==> config.mk <==
export PLATFORM = sky130hd
export DESIGN_NAME = demux144_seq
export DESIGN_NICKNAME = d
export VERILOG_FILES = /design/src/rtl/demux144_seq.sv
export SDC_FILE = /design/constraint.sdc
export NUM_CORES = 1
export LEC_CHECK = 0
export ABC_AREA = 0
export BUFFER_PORTS_ARGS = -buffer_cell sky130_fd_sc_hd__buf_2
export CORE_ASPECT_RATIO = 1.1
export CORE_MARGIN = 2
export CORE_UTILIZATION = 50
export DETAILED_ROUTE_END_ITERATION = 8
export PLACE_DENSITY = 0.82
export SLEW_MARGIN = 20
export SYNTH_ARGS = -nofsm -noshare
export SYNTH_HDL_FRONTEND = slang
export SYNTH_SLANG_ARGS = --single-unit
==> constraint.sdc <==
create_clock -name inClk -period 2.74 [get_ports inClk]
set_clock_uncertainty 0.1 [all_clocks]
set_input_delay 0.137 -clock inClk [delete_from_list [all_inputs] [get_ports inClk]]
set_output_delay 0.137 -clock inClk [all_outputs]
set_load 0.05 [all_outputs]
==> src/rtl/demux144_seq.sv <==
// demux144_seq
//   Sequencer for the 4-bit-to-16-bit nibble demultiplexer. Incoming nibbles
//   are steered into the demultiplexer (data + select). The selected
//   demultiplexer slot is captured into a holding register, because the
//   unselected demultiplexer outputs are tri-stated. Four nibbles, MSB slot
//   first, form a 16-bit word that is offered downstream. A flush closes a
//   partial word by padding its unfilled slots with pPadNibble.
//
// Ports
//   inClk, inRst  : clock and synchronous active-high reset
//   inNibData     : incoming nibble        inNibValid   : nibble valid
//   outNibReady   : nibble accepted this cycle when inNibValid is high
//   outDemuxData  : demultiplexer data (combinational copy of inNibData)
//   outDemuxSel   : demultiplexer select (registered slot index)
//   inDemuxData   : demultiplexer 16-bit output bus
//   inFlush       : single-cycle request to close a partial word
//   outWord       : assembled word         outWordValid : word valid
//   inWordReady   : downstream accepts outWord
//   outSlot       : nibbles held in the current partial word (0..3)
//   outDbgState   : FSM state (0 = FILL, 1 = FULL)
//
// Handshakes (both sides): a transfer happens on a rising edge where valid
// and ready are both high. A producer holding valid keeps its data stable
// until that edge; ready may depend combinationally on the consumer's
// ready (outNibReady follows inWordReady), never on the producer's valid.

module demux144_seq #(
    parameter logic [3:0] pPadNibble = 4'h0
) (
    input  logic        inClk,
    input  logic        inRst,
    input  logic [3:0]  inNibData,
    input  logic        inNibValid,
    output logic        outNibReady,
    output logic [3:0]  outDemuxData,
    output logic [1:0]  outDemuxSel,
    input  logic [15:0] inDemuxData,
    input  logic        inFlush,
    output logic [15:0] outWord,
    output logic        outWordValid,
    input  logic        inWordReady,
    output logic [1:0]  outSlot,
    output logic        outDbgState
);

    typedef enum logic {
        sFill = 1'b0,
        sFull = 1'b1
    } seqStateT;

    seqStateT    state;
    seqStateT    stateNext;

    logic [1:0]  slot;
    logic [15:0] assy;
    logic [15:0] wordReg;
    logic        flushPend;

    logic        accept;
    logic        flushNow;
    logic        newWordNib;
    logic        newWordFlush;
    logic        newWord;
    logic [3:0]  capNib;
    logic [15:0] assyMerged;
    logic [15:0] wordNext;
    logic [2:0]  fillAfter;

    // ------------------------------------------------------------------
    // FSM: state register
    // ------------------------------------------------------------------
    always_ff @(posedge inClk) begin
        if (inRst) begin
            state <= sFill;
        end else begin
            state <= stateNext;
        end
    end

    // ------------------------------------------------------------------
    // FSM: next state
    // A completing word can only occur in FULL when the held word is
    // leaving the same cycle, so FULL->FULL is the back-to-back case.
    // ------------------------------------------------------------------
    always_comb begin
        stateNext = state;
        case (state)
            sFill: if (newWord) stateNext = sFull;
            sFull: if (inWordReady && !newWord) stateNext = sFill;
            default: stateNext = sFill;
        endcase
    end

    // ------------------------------------------------------------------
    // FSM: outputs
    // ------------------------------------------------------------------
    always_comb begin
        outWordValid = (state == sFull);
        // Word slot is free, or is being emptied on this edge.
        outNibReady  = (state == sFill) || inWordReady;
        outDbgState  = state;
    end

    assign outDemuxData = inNibData;
    assign outDemuxSel  = slot;
    assign outSlot      = slot;
    assign outWord      = wordReg;

    // ------------------------------------------------------------------
    // Datapath
    // ------------------------------------------------------------------
    assign accept = inNibValid && outNibReady;

    // Only the selected demultiplexer slot carries driven data.
    always_comb begin
        capNib = 4'h0;
        case (slot)
            2'd0: capNib = inDemuxData[15:12];
            2'd1: capNib = inDemuxData[11:8];
            2'd2: capNib = inDemuxData[7:4];
            2'd3: capNib = inDemuxData[3:0];
            default: capNib = 4'h0;
        endcase
    end

    always_comb begin
        assyMerged = assy;
        if (accept) begin
            case (slot)
                2'd0: assyMerged[15:12] = capNib;
                2'd1: assyMerged[11:8]  = capNib;
                2'd2: assyMerged[7:4]   = capNib;
                2'd3: assyMerged[3:0]   = capNib;
                default: assyMerged = assy;
            endcase
        end
    end

    // Fill level once this cycle's nibble (if any) is merged: 0..4.
    assign fillAfter = {1'b0, slot} + {2'b00, accept};

    // Slots at or above the fill level take the pad nibble. For a word
    // completed by its fourth nibble fillAfter is 4, so nothing is padded.
    always_comb begin
        wordNext = assyMerged;
        for (int i = 0; i < 4; i++) begin
            if (3'(i) >= fillAfter) begin
                wordNext[4*(3-i) +: 4] = pPadNibble;
            end
        end
    end

    // A flush (new or pending) acts only when the word slot is free this
    // cycle. In FULL the slot index is always 0, so a pending flush only
    // produces a word if a nibble is accepted in the cycle it is applied.
    assign flushNow     = (inFlush || flushPend) && outNibReady;
    assign newWordNib   = accept && (slot == 2'd3);
    assign newWordFlush = flushNow && ((slot != 2'd0) || accept) && !newWordNib;
    assign newWord      = newWordNib || newWordFlush;

    always_ff @(posedge inClk) begin
        if (inRst) begin
            slot      <= 2'd0;
            assy      <= 16'h0000;
            wordReg   <= 16'h0000;
            flushPend <= 1'b0;
        end else begin
            if (accept) begin
                assy <= assyMerged;
                slot <= slot + 2'd1;
            end
            if (newWord) begin
                wordReg <= wordNext;
                slot    <= 2'd0;
            end
            // Hold (and merge) flushes while the word slot is blocked;
            // a pending flush is consumed the first cycle the slot frees.
            if (!outNibReady) begin
                flushPend <= flushPend || inFlush;
            end else begin
                flushPend <= 1'b0;
            end
        end
    end

endmodule

==> results of run 1 <==
[logic make-up (layout without fill, tap and decap cells)]
family                     count (synthesis)  count (layout)  share of synthesized area [%]
buffers and inverters                     20              59                           7.29
muxes                                     16              16                           9.62
AOI/OAI and AO/OA                         35              35                           19.2
DFF                                       36              36                           43.3
and+or+nand+nor                           39              39                           14.6
adders and majority gates                  8               8                           6.02
[worst max-delay path, cell delays in order (launching register included)]
cell,delay (ps)
dfxtp_1,330
nor2b_2,220
nor2_1,190
nand2_1,130
ha_1,330
o21bai_1,100
a2111oi_0,470
o221a_2,340
a22o_1,140
[report_power, final]
group	internal, mW	leakage, nW	switching (mW)	total, mW
sequential	0.538	0.291	0.00845	0.547
clock	0.127	0.0326	0.174	0.301
combinational	0.0590	0.609	0.110	0.169
[Yosys cell counts]
cell / number
a2111oi_0: 1
a2111oi_2: 1
a211o_1: 4
a21boi_2: 1
a21oi_1: 1
a222oi_1: 4
a22o_1: 12
a22o_2: 4
and3_4: 1
buf_2: 1
buf_4: 7
buf_6: 2
clkbuf_1: 2
clkbuf_2: 1
dfxtp_1: 36
ha_1: 8
inv_1: 6
inv_4: 1
mux2i_1: 16
nand2_1: 2
nand2b_1: 16
nand3_1: 4
nand4_1: 1
nor2_1: 3
nor2b_1: 5
nor2b_2: 1
nor3_1: 4
nor3_2: 1
nor3_4: 1
o21a_1: 2
o21ai_0: 1
o21bai_1: 2
o221a_2: 1
o41a_2: 1
[layer usage]
| metal | vias to the layer above | GRT usage, % |
|---|---|---|
| li1 | 630 | - |
| met1 | 627 | 26.7 |
| met3 | 5 | 8.38 |
| met5 | - | 0 |
| met4 | 0 | 8.81 |
| met2 | 70 | 35.7 |
[sequential cells by signal, indices dropped and copies added, names as in the netlist]
register and flops:
assy 16, flushPend 1, outDbgState 1, outDemuxSel 2, outWord 16
[placed cells by master, fill, tap and decap left out, drive strengths merged]
cell type	count
a2111oi	2
a211o	4
a21boi	1
a21oi	1
a222oi	4
a22o	16
and3	1
buf	44
clkbuf	8
dfxtp	36
ha	8
inv	7
mux2i	16
nand2	2
nand2b	16
nand3	4
nand4	1
nor2	3
nor2b	6
nor3	6
o21a	2
o21ai	1
o21bai	2
o221a	1
o41a	1
[layout make-up]
class	count	area, µm²
fillers	258	1200
clock buffers	8	58.8
repair buffers	44	223
well taps	34	42.5
flip-flops and latches	36	721
multi-input cells	98	822
inverters	7	28.8
[path summary, 6_finish.rpt]
kind | start | to | slack [ps] | cells past startpoint
max | outDbgState$_SDFF_PP0_ | outWord[13]$_SDFFE_PP0P_ | 350 | 8
min | inFlush | flushPend$_SDFF_PP0_ | 40 | 3
max reg2reg | outDbgState$_SDFF_PP0_ | outWord[13]$_SDFFE_PP0P_ | 350 | 8
min reg2reg | outWord[3]$_SDFFE_PP0P_ | outWord[3]$_SDFFE_PP0P_ | 390 | 1
==> flow_summary.json, run 1 <==
{
  "status": "complete, no violations",
  "viasPerCell": 5.87,
  "grt.total_usage_pct": 22.3,
  "htree_levels": 2,
  "cap_viol_max_count": 0,
  "drc": 0,
  "slew_headroom_pct": 51.6,
  "dr.pass1.iters": 4,
  "chipHeight_um": 64.5,
  "final_area_um2": 1900,
  "yosysTopAreaCell": "dfxtp_1",
  "dieArea_um2": 3810,
  "setup_tns_ps": 0,
  "cts_buffers": 5,
  "ys.warnings.count": 0,
  "path_clk_slew_ps": 100,
  "routed.top_layer": "met4",
  "end_kind": "flop",
  "dpl.cell_count": 219,
  "wl_met1_mm": 1.56,
  "num_rows": 21,
  "yosysSeqAreaShare_pct": 43.3,
  "clk_path_buf_depth": 2,
  "dpl_cell_area_um2": 1840,
  "nets": 225,
  "wl_per_cell_um": 16.8,
  "worstSkewPairLatency_ps": 350,
  "syn_avg_cell_area_um2": 10.8,
  "core_um2": 3100,
  "layout.cells.non_filler": 227,
  "power.leakage_nw": 0.933,
  "fin_util_pct": 61.1,
  "synthDominantCellAreaShare_pct": 43.3,
  "cp.arrival_ps": 2580,
  "grt_max_degree": 24,
  "dr_total_vias": 1332,
  "cts_tree": "done",
  "drt_iter0_drc": 52,
  "routed-wl-met3_um": 365,
  "max_freq_mhz": 418,
  "powerDensity_nw_per_um2": 536,
  "start_util_pct": 53.7,
  "post-place-ws_ps": 397,
  "grt_pass1_vias": 1355,
  "syn_nets": 187,
  "die_w_um": 59.0,
  "postCtsHoldBufs": 0,
  "clock_sinks": 36,
  "p_total_mw": 1.02,
  "areaGrowthSynthToFinish_pct": 13.9,
  "grt_setup_unrepaired": "false",
  "layout_min_cycle_time_ps": 2390,
  "setup_violations": 0,
  "synthCells": 154,
  "ant_nets": 0,
  "worst-slew-pin-transition_ps": 724,
  "setup_ws_ps": 350,
  "irDropWorstVdd_mv": 0.367,
  "antenna_found_initial": 0,
  "grt_pass1_wl_mm": 6.34,
  "finalHoldViolations": 0,
  "period_share_pct": 87.2,
  "cts-root-buf": "clkbuf_4",
  "worstSetupPathType": "flop to flop",
  "port_buffers": 43,
  "drv_slew": 0,
  "ys_ff_latch": 36,
  "synth_area_leaders": "dfxtp_1 (43%), mux2i_1 (9.6%), a22o_1 (6.3%)",
  "layout-drive-gt1-share_pct": 32.6,
  "ys_types": 34,
  "gr-total-overflow": 0,
  "crit_fanout": 8,
  "pin_count": 52,
  "cts.repair.resized": 0,
  "holdCritPathClass": "input pin to flop",
  "netlist_area_um2": 1660,
  "postCtsSetupBuffers": 0,
  "gp_congestion": 0.934,
  "wl_met2_mm": 1.82,
  "hold_ws_ps": 42.0,
  "routed_wl_mm": 3.81,
  "antennaDiodeCount": 0,
  "cp.required_ps": 2930,
  "cp-start-kind": "flop",
  "dp_hpwl_mm": 2.77
}
No activity file was read; power rests on OpenSTA's default activity.
==> run 2: changes to the inputs <==
--- a/config.mk
+++ b/config.mk
@@ -5,13 +5,15 @@
 export SDC_FILE = /design/constraint.sdc
 export NUM_CORES = 1
 export LEC_CHECK = 0
-export ABC_AREA = 0
+export ABC_AREA = 1
 export BUFFER_PORTS_ARGS = -buffer_cell sky130_fd_sc_hd__buf_2
+export CELL_PAD_IN_SITES_DETAIL_PLACEMENT = 1
+export CELL_PAD_IN_SITES_GLOBAL_PLACEMENT = 1
 export CORE_ASPECT_RATIO = 1.1
 export CORE_MARGIN = 2
-export CORE_UTILIZATION = 50
+export CORE_UTILIZATION = 36
 export DETAILED_ROUTE_END_ITERATION = 8
-export PLACE_DENSITY = 0.82
+export PLACE_DENSITY = 0.83
 export SLEW_MARGIN = 20
 export SYNTH_ARGS = -nofsm -noshare
 export SYNTH_HDL_FRONTEND = slang
==> run 2 against run 1 <==
  * Synthesized cell count increased by 58%
  * Clock power increased by 23%
  * Non-clock buffer count decreased by 1
  * Critical path type unchanged
  * Largest power group unchanged
==> flow_summary.json, run 2 <==
{
  "worstSkewPairLatency_ps": 290,
  "yosysTopAreaCell": "dfxtp_1",
  "finalHoldViolations": 0,
  "grt_pass1_vias": 1689,
  "start_util_pct": 37.9,
  "grt_pass1_wl_mm": 7.42,
  "layout_min_cycle_time_ps": 2170,
  "drc": 0,
  "synth_flop_cell": "dfxtp_1",
  "synthDominantCellAreaShare_pct": 40.4,
  "status": "complete, no violations",
  "yosysSeqAreaShare_pct": 40.4,
  "final_common_cell": "nand2_1",
  "clk_path_buf_depth": 2,
  "postCtsHoldBufs": 0,
  "synth_edf_count": 0,
  "nets": 316,
  "async_reset_ff_share_pct": 0,
  "path_common_cell": "nand2_1",
  "mostFrequentLayoutCells": "nand2_1 (86), buf_2 (43), inv_1 (39)",
  "grt_max_degree": 18,
  "pin_count": 52,
  "num-fill-cells": 628,
  "layout-drive-gt1-share_pct": 22.5,
  "core_um2": 4720,
  "num_rows": 26,
  "cts_tree": "done",
  "routed_wl_mm": 4.31,
  "worstSetupPathType": "flop to flop",
  "gp_congestion": 0.801,
  "worst_path_max_delay_cell": "o21ai_0",
  "cpPeakStageDelay_ps": 570,
  "wl_per_cell_um": 12.7,
  "grt.total_usage_pct": 17.0,
  "path_cells": "inv_1 > ha_1 > inv_1 > nand2_1 > o21ai_0 > nand2_1 > nand3_1 > nand2_1",
  "synth_area_leaders": "dfxtp_1 (40%), nand2_1 (18%), inv_1 (8.2%)",
  "cap_viol_max_count": 0,
  "period_share_pct": 79.1,
  "met2_usage_pct": 31.4,
  "cts_buffers": 5,
  "yosysMostFrequentCell": "nand2_1",
  "ys_ff_latch": 36,
  "busiest_layer": "met2",
  "worst-slew-pin-transition_ps": 703,
  "ant_nets": 0,
  "critPathBufInv": 2,
  "syn_nets": 277,
  "crit_family": "compound AO/OA/AOI/OAI gates",
  "crit_fanout": 8,
  "cp-start-kind": "flop",
  "ys.warnings.count": 0,
  "synthCells": 244,
  "viasPerCell": 4.68,
  "p_total_mw": 1.11,
  "gr-total-overflow": 0,
  "dieArea_um2": 5540,
  "drt_iter0_drc": 86,
  "antenna_found_initial": 0,
  "dr.pass1.iters": 4,
  "dp_hpwl_mm": 3.37,
  "cts.repair.resized": 0,
  "use_met1_pct": 18.7,
  "slew_headroom_pct": 52.6,
  "chipHeight_um": 77.9,
  "port_buffers": 43,
  "power.leakage_nw": 1.12,
  "setup_tns_ps": 0,
  "postCtsSetupBuffers": 0,
  "path_clk_slew_ps": 70,
  "syn_avg_cell_area_um2": 7.32,
  "powerDensity_nw_per_um2": 539,
  "cp.required_ps": 2830,
  "grt_setup_unrepaired": "false",
  "antennaDiodeCount": 0,
  "netlist_top_cells_count": "nand2_1 (86), inv_1 (39), dfxtp_1 (36)",
  "drv_slew": 0,
  "dr_total_vias": 1591,
  "areaGrowthSynthToFinish_pct": 15.8,
  "ys_types": 23,
  "htree_levels": 2,
  "holdCritPathClass": "input pin to flop",
  "end_kind": "flop",
  "setup_violations": 0,
  "clock_sinks": 36,
  "cts-root-buf": "clkbuf_8",
  "irDropWorstVdd_mv": 0.323,
  "netlist_area_um2": 1790,
  "max_freq_mhz": 461,
  "met3_usage_pct": 4.68,
  "die_w_um": 71.1,
  "cp.arrival_ps": 2260
}
run 2: cell count changes after synthesis, moves of 5 or more:
cell	delta
a21oi_1	+17
a22o_1	-12
and2_1	+8
inv_1	+33
mux2i_1	-16
nand2_1	+84
nand2b_1	-16
nand3_1	+9
nor2b_1	-5
run 2: power breakdown:
group | internal (mW) | leakage, nW | switching [mW] | total (mW)
clock network | 0.177 | 0.0479 | 0.194 | 0.371
registers | 0.542 | 0.292 | 0.00934 | 0.551
logic | 0.0556 | 0.776 | 0.136 | 0.192
total | 0.774 | 1.12 | 0.339 | 1.11
run 2: stage by stage:
stage	instances	util, %	hold slack [ps]	instance area (µm²)	setup WS [ps]
after detailed placement	332	42.0	174	1980	554
after global routing	340	43.8	146	2070	397
after global placement	332	42.0	174	1980	601
final	340	43.8	133	2070	571
after floorplan	244	-	204	1790	691
after CTS	340	43.8	128	2070	536
run 2: layout make-up:
class	count	area, µm²	share of cell area (%)
tap	56	70.1	3.39
inverter	39	146	7.08
sequential	36	721	34.9
timing repair buffer	43	215	10.4
clock buffer	5	68.8	3.33
multi-input combinational	158	827	40.0
clock inverter	3	18.8	0.908
run 2: final timing paths:
kind | start | to | slack [ps] | depth (start not counted)
min | inNibValid | outDemuxSel[1]$_SDFFE_PP0P_ | 130 | 3
max reg2reg | outDemuxSel[1]$_SDFFE_PP0P_ | outWord[9]$_SDFFE_PP0P_ | 570 | 8
min reg2reg | outWord[5]$_SDFFE_PP0P_ | outWord[5]$_SDFFE_PP0P_ | 350 | 2
max | outDemuxSel[1]$_SDFFE_PP0P_ | outWord[9]$_SDFFE_PP0P_ | 570 | 8
run 2: cells by family after synthesis:
kind of cell / after synthesis / share of synthesized area [%]
and+or+nand+nor: 123 / 33.0
buffers and inverters: 50 / 13.3
DFF: 36 / 40.4
AOI/OAI and AO/OA: 27 / 7.71
adders and majority gates: 8 / 5.61
run 2: tightest hold or removal path, stage by stage:
cell     delay (ps)
buf_2           170
nand3_1         100
a21oi_1          60
run 2: routing by layer:
metal	wire (µm)	part of all wire [%]
met1	1860	43
met3	157	3.6
met2	2240	52
met4	46	1.1
met5	0	0
==> run 3: changes to the inputs <==
--- a/config.mk
+++ b/config.mk
@@ -5,15 +5,15 @@
 export SDC_FILE = /design/constraint.sdc
 export NUM_CORES = 1
 export LEC_CHECK = 0
-export ABC_AREA = 1
+export ABC_AREA = 0
 export BUFFER_PORTS_ARGS = -buffer_cell sky130_fd_sc_hd__buf_2
 export CELL_PAD_IN_SITES_DETAIL_PLACEMENT = 1
 export CELL_PAD_IN_SITES_GLOBAL_PLACEMENT = 1
 export CORE_ASPECT_RATIO = 1.1
 export CORE_MARGIN = 2
-export CORE_UTILIZATION = 36
+export CORE_UTILIZATION = 38
 export DETAILED_ROUTE_END_ITERATION = 8
-export PLACE_DENSITY = 0.83
+export PLACE_DENSITY = 0.82
 export SLEW_MARGIN = 20
 export SYNTH_ARGS = -nofsm -noshare
 export SYNTH_HDL_FRONTEND = slang
==> constraint.sdc (replaced) <==
create_clock -name inClk -period 2.25 [get_ports inClk]
set_clock_uncertainty 0.1 [all_clocks]
set_input_delay 0.1125 -clock inClk [delete_from_list [all_inputs] [get_ports inClk]]
set_output_delay 0.1125 -clock inClk [all_outputs]
set_load 0.05 [all_outputs]
==> run 3 against run 2 <==
  * Clock power grew 16%
  * Sequential cell count did not move
  * Non-clock buffer count increased by 3
  * Critical endpoint is now outWord[15]$_SDFFE_PP0P_
  * Register-to-register slack lost 470 ps
  * Routed wire length shrank 6.1%
  * Sequential power up 21%
  * Worst setup slack lost 470 ps
==> flow_summary.json, run 3 (synthesis results as in run 1) <==
{
  "grt_pass1_wl_mm": 6.44,
  "cp.required_ps": 2330,
  "start_util_pct": 39.1,
  "worst_path_max_delay_cell": "dfxtp_2",
  "grt_pass1_vias": 1330,
  "cp.arrival_ps": 2220,
  "dr_total_vias": 1315,
  "cap_viol_max_count": 0,
  "powerDensity_nw_per_um2": 664,
  "final_common_cell": "buf_2",
  "areaGrowthSynthToFinish_pct": 18.9,
  "chipHeight_um": 73.4,
  "ant_nets": 0,
  "drc": 0,
  "dp_hpwl_mm": 2.99,
  "worstSetupPathType": "flop to flop",
  "antenna_found_initial": 0,
  "path_clk_slew_ps": 70,
  "r2r_slack_ps": 100,
  "slew_headroom_pct": 73.6,
  "fin_util_pct": 46.5,
  "crit_fanout": 4,
  "viasPerCell": 5.30,
  "dieArea_um2": 4930,
  "mostFrequentLayoutCells": "buf_2 (43), dfxtp_1 (33), nand2b_1 (16), mux2i_1 (16), a22o_1 (12)",
  "worstSkewPairLatency_ps": 290,
  "power.leakage_nw": 0.959,
  "routed_wl_mm": 4.04,
  "num_rows": 25,
  "cp-start-kind": "flop",
  "gr-total-overflow": 0,
  "status": "complete, no violations",
  "die_w_um": 67.1,
  "p_total_mw": 1.31,
  "max_freq_mhz": 466,
  "cpPeakStageDelay_ps": 320,
  "port_buffers": 43,
  "drv_slew": 0,
  "cts_buffers": 5,
  "post-place-ws_ps": 73.5,
  "layout.cells.non_filler": 248,
  "cts-root-buf": "clkbuf_8",
  "hold_ws_ps": 81.7,
  "clk_path_buf_depth": 2,
  "wl_per_cell_um": 16.3,
  "antennaDiodeCount": 0,
  "core_um2": 4250,
  "setup_violations": 0,
  "final_area_um2": 1980,
  "dpl.cell_count": 240,
  "finalHoldViolations": 0,
  "setup_tns_ps": 0,
  "layout-drive-gt1-share_pct": 36.1,
  "drt_iter0_drc": 48,
  "worst-slew-pin-transition_ps": 395,
  "irDropWorstVdd_mv": 0.418,
  "end_kind": "flop",
  "grt_setup_unrepaired": "false",
  "path_cells": "nor2b_2 > nor2_2 > nand2_1 > ha_1 > o21bai_1 > a2111oi_2 > o221a_2 > a22o_1",
  "clock_sinks": 36,
  "setup_ws_ps": 105,
  "dr.pass1.iters": 4,
  "nets": 227,
  "grt_max_degree": 24,
  "dpl_cell_area_um2": 1870,
  "period_share_pct": 95.3,
  "cts_tree": "done",
  "layout_min_cycle_time_ps": 2150,
  "pin_count": 52,
  "gp_congestion": 0.799,
  "grt.total_usage_pct": 17.7,
  "holdCritPathClass": "input pin to flop",
  "postCtsHoldBufs": 0,
  "num-fill-cells": 510,
  "htree_levels": 2
}
[run 3: what timing repair did]
item	in CTS	in global routing
setup endpoints to repair	0	11
resized for setup	0	3
endpoints found under the hold margin	0	0
buffers inserted	0	1
[run 3: worst paths after layout]
path                                 from                        to  cells past startpoint
setup / recovery   outDbgState$_SDFF_PP0_  outWord[15]$_SDFFE_PP0P_                      8
hold / removal                    inFlush      flushPend$_SDFF_PP0_                      3
setup reg to reg   outDbgState$_SDFF_PP0_  outWord[15]$_SDFFE_PP0P_                      8
hold reg to reg   outWord[9]$_SDFFE_PP0P_   outWord[9]$_SDFFE_PP0P_                      1
[run 3: layout make-up]
cell class	instances	area [µm²]	share of cell area (%)
Clock buffer	6	72.6	3.67
Multi-Input combinational cell	98	831	42.0
Clock inverter	1	5.00	0.253
Inverter	7	28.8	1.45
Timing Repair Buffer	46	250	12.6
Tap cell	54	67.6	3.41
Sequential cell	36	724	36.6
[run 3: per-layer routing]
| metal | part of all wire [%] | wire length [µm] | global-route usage (%) | vias to the layer above |
|---|---|---|---|---|
| met5 | 0 | 0 | 0 | - |
| met4 | 1.6 | 66 | 7.48 | 0 |
| met1 | 43 | 1720 | 22.1 | 649 |
| li1 | - | - | - | 631 |
| met3 | 4.8 | 193 | 5.97 | 7 |
| met2 | 51 | 2060 | 27.7 | 28 |
[run 3: power breakdown]
part / total, mW / switching (mW) / leakage (nW) / internal, mW
registers: 0.667 / 0.0104 / 0.293 / 0.657
logic: 0.218 / 0.138 / 0.626 / 0.0797
clock network: 0.429 / 0.219 / 0.0410 / 0.210
total: 1.31 / 0.367 / 0.959 / 0.947
[run 3: worst max-delay path: cells and delay by family, from the launching register on]
family | cells | cell delay (ps)
AOI/OAI and AO/OA | 4 | 870
and+or+nand+nor | 3 | 430
DFF | 1 | 320
adders and majority gates | 1 | 310
